===== src/rtl/modmul_step.sv =====
// One interleaved shift-add step: acc_out = (2*acc_in + (b_bit ? a : 0)) mod m.
// Requires acc_in < m and a < m, so each stage stays below 2m and needs one subtract.
module modmul_step #(
    parameter int unsigned WIDTH = 64
) (
    input  logic [WIDTH:0]   acc_in,
    input  logic [WIDTH-1:0] a,
    input  logic [WIDTH-1:0] m,
    input  logic             b_bit,
    output logic [WIDTH:0]   acc_out
);

    logic [WIDTH:0] mw;
    logic [WIDTH:0] dbl;
    logic [WIDTH:0] dbl_red;
    logic [WIDTH:0] sum;

    always_comb begin
        mw      = {1'b0, m};
        dbl     = acc_in << 1;
        dbl_red = (dbl >= mw) ? dbl - mw : dbl;
        sum     = dbl_red + (b_bit ? {1'b0, a} : '0);
        acc_out = (sum >= mw) ? sum - mw : sum;
    end

endmodule


===== config.mk =====
export PLATFORM = sky130hd
export DESIGN_NAME = modmul_step
export DESIGN_NICKNAME = d
export VERILOG_FILES = /design/src/rtl/modmul_step.sv
export SDC_FILE = /design/constraint.sdc
export NUM_CORES = 1
export LEC_CHECK = 0
export CORE_ASPECT_RATIO = 2
export CORE_MARGIN = 10
export CORE_UTILIZATION = 60
export DETAILED_ROUTE_END_ITERATION = 10
export PLACE_DENSITY = 0.95
export SLEW_MARGIN = 10
export SYNTH_ARGS = -nofsm -noshare
export SYNTH_HDL_FRONTEND = slang
export SYNTH_SLANG_ARGS = --single-unit

===== constraint.sdc =====
create_clock -name vclk -period 19
set_input_delay 3.8 -clock vclk [all_inputs]
set_output_delay 3.8 -clock vclk [all_outputs]
set_load 0.03 [all_outputs]

==> After elaboration in Yosys (flattened, before gate mapping) <==
Cells that the tools add are included.
W data, S select, Z words.
{ "totals": {"register_bits": 0, "in_bits": 194, "out_inout_bits": 65, "wordCells": 8} }
{ "op_classes": {"addsub": 3, "n_lt_le_gt_ge": 2, "muxes": 3} }
{ "op_table": {"columns": ["op", "n"], "rows": [
  ["$ge A65 B64 Y1", 2],
  ["$mux W65", 2],
  ["$sub A65 B64 Y65", 2],
  ["$add A65 B64 Y65", 1],
  ["$mux W64", 1]
]} }

==> Logic depth before layout (Yosys ltp) <==
Gate-level depths: netlist of run 1.
{ "logic_depth": {"depth_word": 5, "depth_mapped": 40, "mapped_depth_nobuf": 35} }

==> Worst setup path after synthesis of run 1 <==
No wires, ideal clock.
{ "synth_timing": {"kind": "input port to output port", "from": "input m[1]", "to": "output acc_out[63]", "arrival_time_ns": 11.706, "required_ns": 15.200, "setup_slack_ns": 3.494, "cell_stages": 36, "path_buffers": 4, "path_cell_list": "inv_1 > ha_1 > nor2b_1 > o31a_1 > o311ai_1 > a21oi_1 > o2111ai_1 > o211ai_1 > a211o_1 > clkbuf_1 > clkbuf_1 > nor2_1 > a21oi_1 > ha_1 > clkbuf_1 > a21oi_1 > o211ai_1 > and2_1 > o31a_1 > a221oi_1 > a21oi_1 > a21oi_1 > xnor2_1 > ha_1 > clkbuf_1 > a2111oi_0 > o21ai_0 > o22ai_1 > o21ba_2 > a21boi_1 > a311o_1 > o21ai_1 > a31o_2 > a2111oi_0 > nor3b_1 > o31ai_1"} }
{ "synth_between": {"elab_chain_len": 5, "elab_cells_between_ends": 7, "cone_classes": "3 x add/sub; 2 x order compare; 2 x mux"} }
{ "synth_rtl": {"columns": ["item", "line", "rtl"], "rows": [
  ["start: declaration", "8", "input logic [WIDTH-1:0] m,"],
  ["$sub A65 B64 Y65 or $ge A65 B64 Y1 (tied branches)", "21", "dbl_red = (dbl >= mw) ? dbl - mw : dbl;"],
  ["$mux W65", "21", null],
  ["$add A65 B64 Y65", "22", "sum = dbl_red + (b_bit ? {1'b0, a} : '0);"],
  ["$sub A65 B64 Y65 or $ge A65 B64 Y1 (tied branches)", "23", "acc_out = (sum >= mw) ? sum - mw : sum;"],
  ["$mux W65 (*)", "23", null],
  ["end: declaration", "10", "output logic [WIDTH:0] acc_out"]
]} }
Mark *: on every way between the ends. The rest lies on a longest branch, timed or not.

==> Worst setup path after layout of run 1 <==
{ "layout_timing": {"from": "input m[41]", "to": "output acc_out[7]"} }
{ "layout_between": {"elab_chain_len": 5, "elab_cells_between_ends": 7, "cone_classes": "3 x add/sub; 2 x order compare; 2 x mux"} }
{ "layout_rtl": {"columns": ["item", "line"], "rows": [
  ["$ge A65 B64 Y1 or $sub A65 B64 Y65 (tied branches)", "21"],
  ["$mux W65", "21"],
  ["$add A65 B64 Y65", "22"],
  ["$sub A65 B64 Y65 or $ge A65 B64 Y1 (tied branches)", "23"],
  ["$mux W65 (*)", "23"]
]} }
Marks and branches as above.

==> reports/qor.csv, run 1 <==
metric;value;unit
dieArea;30500;um2
min_period;18.59;ns
grt_max_degree;65;
route.detailed.drc;0;
routed_wl;70570;um
numSequentialCells;0;
register_area;0;um2
grt_util_met3;0.1193;
antenna_found_initial;1;
synth.distinct_cells;79;
die_h;237.2;um
path_max_fanout;42;
drt_iter0_markers;2085;
dr.pass1.iters;6;
clock_buffers;0;
period_share;0.9785;
crit_arrival;14.79;ns
syn_inst;2073;
pre_cts_ws;0.7425;ns
yosysSeqAreaShare;0;
ys_warn_count;0;
end_kind;output port;
hp-class;in -> out;
core;23230;um2
power;0.002546;W
grtUsageMet1;0.3998;
hold_slack;9.034;ns
dp_hpwl;56550;um
status;complete, no violations;
rows;79;
finalNetCount;2625;
grtUsageTotal;0.4423;
hold_violations;0;
met2_usage;0.7492;
report.final.slew_viol_count;0;
areaGrowthSynthToFinish;17.74;%
grt_pass1_vias;18230;
irDropWorstVdd;0.2430;mV
cp.required;15.20;ns
num_io_pins;259;
critical-path-max-stage-delay;1.00;ns
ant_nets;0;
gp_congestion;1.085;
via_per_inst;7.132;
drive_gt1_frac;0.05416;
synth_area_per_cell;6.825;um2
fmaxAchievable;53.79;MHz
crit_type;in -> out;
via_count;17960;
grt-ovfl-total;0;
start_kind;input pin;
worst_pin_slew;1.260;ns
wire_per_inst;28.02;um
grt_pass1_wl;105200;um
instances_no_fill;2518;
initial_core_util;0.6091;
post-route-util;0.7172;
power_density;152.8;nW/um2
place_inst;2513;
portBuffers;258;
busiest_layer;met2;
dieWidth;128.6;um
syn_area;14150;um2
drv_cap;0;
cp_common_cell;ha_1;
slew-limit-headroom;0.1537;
finalSetupViolCount;0;
slowest_stage;xnor2_1;
layout_setup_ws;0.4088;ns
synth_nets;2462;
p_leak;7.719;nW
-- what timing repair did --
item	in CTS	in global routing
hold buffers	0	0
buffers inserted	0	2
setup endpoints to repair	0	42
gates resized for setup	0	1
endpoints found under the hold margin	0	0
-- synth_stat cells (8+ instances only) --
cell type	number	share of area
nor2b_1	26	0.011
o21a_1	16	0.0085
mux2_4	59	0.063
buf_2	15	0.0053
o21ai_1	8	0.0028
ha_1	192	0.17
a211oi_1	22	0.012
a221oi_1	9	0.0056
or3_1	8	0.0035
xnor2_1	115	0.071
a21oi_1	254	0.090
o31ai_1	11	0.0058
o21ai_0	126	0.045
nand2_1	148	0.039
and2_1	86	0.038
and3_1	28	0.012
or2_2	8	0.0035
nor3_1	29	0.010
inv_1	122	0.032
nand4_1	53	0.023
a31oi_1	21	0.0093
a21o_1	123	0.065
nand3_1	51	0.018
o21bai_1	38	0.020
a2111oi_0	10	0.0062
a21boi_0	10	0.0053
xor2_1	57	0.035
o211ai_1	19	0.010
clkbuf_1	79	0.021
mux2_2	17	0.014
nor2_1	151	0.040
and4_1	13	0.0080
nand2b_1	23	0.010
-- layer usage --
layer  share of wire  up-vias
met5               0        -
met4            0.13        0
met3           0.093      552
met2            0.48     1408
met1            0.30     8077
li1                -     7922
-- cells in the final DEF (no fill, tap or decap), drive strengths merged, types with 6 or more instances in the layout --
cell type,count
and4,13
a21o,123
ha,192
inv,122
nor4,6
a221o,6
nor3,30
a31o,7
nor2,151
nor2b,26
clkdlybuf4s50,257
and3,28
nand2,148
o31a,7
and2,86
nand3,53
nand2b,23
o211ai,19
a221oi,9
buf,8
a21oi,259
or3,9
a2111oi,10
o21bai,38
xor2,57
o21ai,135
a311oi,8
a31oi,22
o31ai,11
a211oi,22
nand4,53
xnor2,115
mux2,76
nand3b,6
o21a,16
a21boi,12
or2,8
-- per-stage QoR --
step                      cell area, um2  TNS, ns
after floorplan                    14150        0
after global placement             16610        0
after detailed placement           16610        0
after CTS                          16610        0
after global routing               16660   -1.600
final                              16660        0
-- critical path, delay by kind of cell --
family	cells	cell delay [ns]
buf+inv	6	2.17
xor+xnor	1	1.00
mux	1	0.34
fa+ha+maj	3	1.29
simple gates	10	2.60
compound gates	10	3.50
-- worst paths after layout --
path   from  slack, ns          to  cells after the start
max   m[41]       0.41  acc_out[7]                     31
min    m[0]       9.03  acc_out[0]                      4
-- layout make-up --
class                      instances  area, um2
tap                              283      354.1
fill                            2004       6570
antenna                            1      2.502
timing repair buffer             265       2643
inverter                         122      457.9
multi-input combinational       1847      13200
-- report_power, final --
| group | internal (W) | switching [W] |
|---|---|---|
| clock network | 0.00000000000705 | 0 |
| logic | 0.00107 | 0.00148 |
| registers | 0 | 0 |
| total | 0.00107 | 0.00148 |
-- cells by family after synthesis --
group / after synthesis / synth area share
AOI/OAI and AO/OA: 747 / 0.3370
and+or+nand+nor: 650 / 0.2333
buffers and inverters: 228 / 0.06951
adders and majority gates: 195 / 0.1740
xor gates and xnor gates: 172 / 0.1065
muxes: 81 / 0.07968
Note: power is estimated with default switching activity, not from simulation.
==> run 2, diff against run 1 <==
CORE_UTILIZATION = 55   (was 60)
PLACE_DENSITY = 0.9   (was 0.95)
SLEW_MARGIN = 20   (was 10)
==> run 2 against run 1 <==
  * The flow now finishes with violations (DRC)
  * Sequential share of layout area did not move
  * Count of clock-buffer cells in the layout is the same
  * Highest routed layer unchanged
  * Non-clock buffer count shrank 3
==> reports/qor.csv, run 2 (synthesized netlist as in run 1, its figures left out) <==
metric;value;unit
numSequentialCells;0;
min_to;acc_out[0];
drive_gt1_frac;0.05381;
rsz0062_at_grt;false;
tns;0;ns
register_area;0;um2
grt_pass1_wl;104800;um
violations;DRC;
final_cell_mix;clkdlybuf4s50_1, a21oi_1, ha_1;
min_period;18.67;ns
rows;83;
critical-path-max-stage-delay;0.71;ns
ant_nets;0;
antenna_found_initial;1;
end_kind;output port;
finalNetCount;2621;
dp_hpwl;58450;um
cts_setup_buffers;0;
areaGrowthSynthToFinish;18.19;%
portBuffers;258;
ctsResizeCount;0;
grt_pass1_vias;17620;
worst_pin_slew;0.9514;ns
status;finished with violations;
crit_arrival;14.87;ns
hold_violations;0;
grtUsageTotal;0.4139;
whs_path_depth;4;
clock_buffers;0;
crit_type;in -> out;
num_io_pins;259;
start_kind;input pin;
routed_wl;71610;um
cp.required;15.20;ns
instances_no_fill;2572;
wire_per_inst;27.84;um
initial_core_util;0.5538;
slowest_stage;a211oi_1;
place_inst;2569;
min-delay-start;m[0];
die_h;246.8;um
drt_iter0_markers;1450;
dieWidth;133.4;um
grt-ovfl-total;0;
grt_max_degree;65;
drv_cap;0;
path_max_fanout;50;
finalSetupViolCount;0;
via_count;17390;
slew-limit-headroom;0.3658;
route.detailed.drc;2;
dr.pass1.iters;10;
dieArea;32930;um2
report.final.slew_viol_count;0;
hp-class;in -> out;
final_common_cell;clkdlybuf4s50_1;
core;25550;um2
crit_start;m[31];
via_per_inst;6.760;
period_share;0.9826;
gp_congestion;1.087;
hold_buffers;0;
fmaxAchievable;53.56;MHz
run 2: cell types whose count changed in the layout (fill, tap and decap cells not counted), sizes merged:
cell / previous run / this run
buf: 8 / 5
diode: 1 / 2
nand3: 53 / 52
run 2: how the worst max path moves through the flow:
stage / to / slack, ns / cells past startpoint
6_report: acc_out[20] / 0.33 / 33
5_1_grt: acc_out[26] / 0.02 / 37
4_1_cts: acc_out[20] / 0.65 / 35
3_5_place_dp: acc_out[3] / 0.73 / 35
3_3_place_gp: acc_out[20] / 0.84 / 35
2_1_floorplan: acc_out[63] / 3.49 / 36
run 2: final cells by class:
class / instances / area (um2)
antenna: 2 / 5.005
timing repair buffer: 262 / 2620
inverter: 122 / 457.9
tap: 340 / 425.4
multi-input combinational: 1846 / 13210
fill: 2389 / 8825
run 2: metal layers:
| metal | global-route usage | wire length [um] | up-vias | part of all wire |
|---|---|---|---|---|
| met1 | 0.3574 | 21770 | 7815 | 0.30 |
| met5 | 0 | 0 | - | 0 |
| met3 | 0.1033 | 5992 | 437 | 0.084 |
| li1 | - | - | 7932 | - |
| met2 | 0.7436 | 34790 | 1204 | 0.49 |
| met4 | 0.4193 | 9051 | 0 | 0.13 |
run 2: critical path: cells and delay by family:
kind,cells,cell delay (ns)
xor+xnor,1,0.43
simple gates,12,2.98
mux,1,0.35
compound gates,12,3.93
fa+ha+maj,3,1.55
buf+inv,4,1.70
run 2: metrics by stage:
step | area (um2) | worst slack, ns | util | hold slack [ns]
floorplan | 14150 | 3.494 | - | 7.943
finish | 16720 | 0.3301 | 0.6546 | 9.001
global route | 16720 | 0.02265 | 0.6544 | 9.056
detailed placement | 16680 | 0.7279 | 0.6528 | 8.990
global placement | 16680 | 0.8439 | 0.6528 | 8.967
CTS | 16680 | 0.6487 | 0.6528 | 8.988
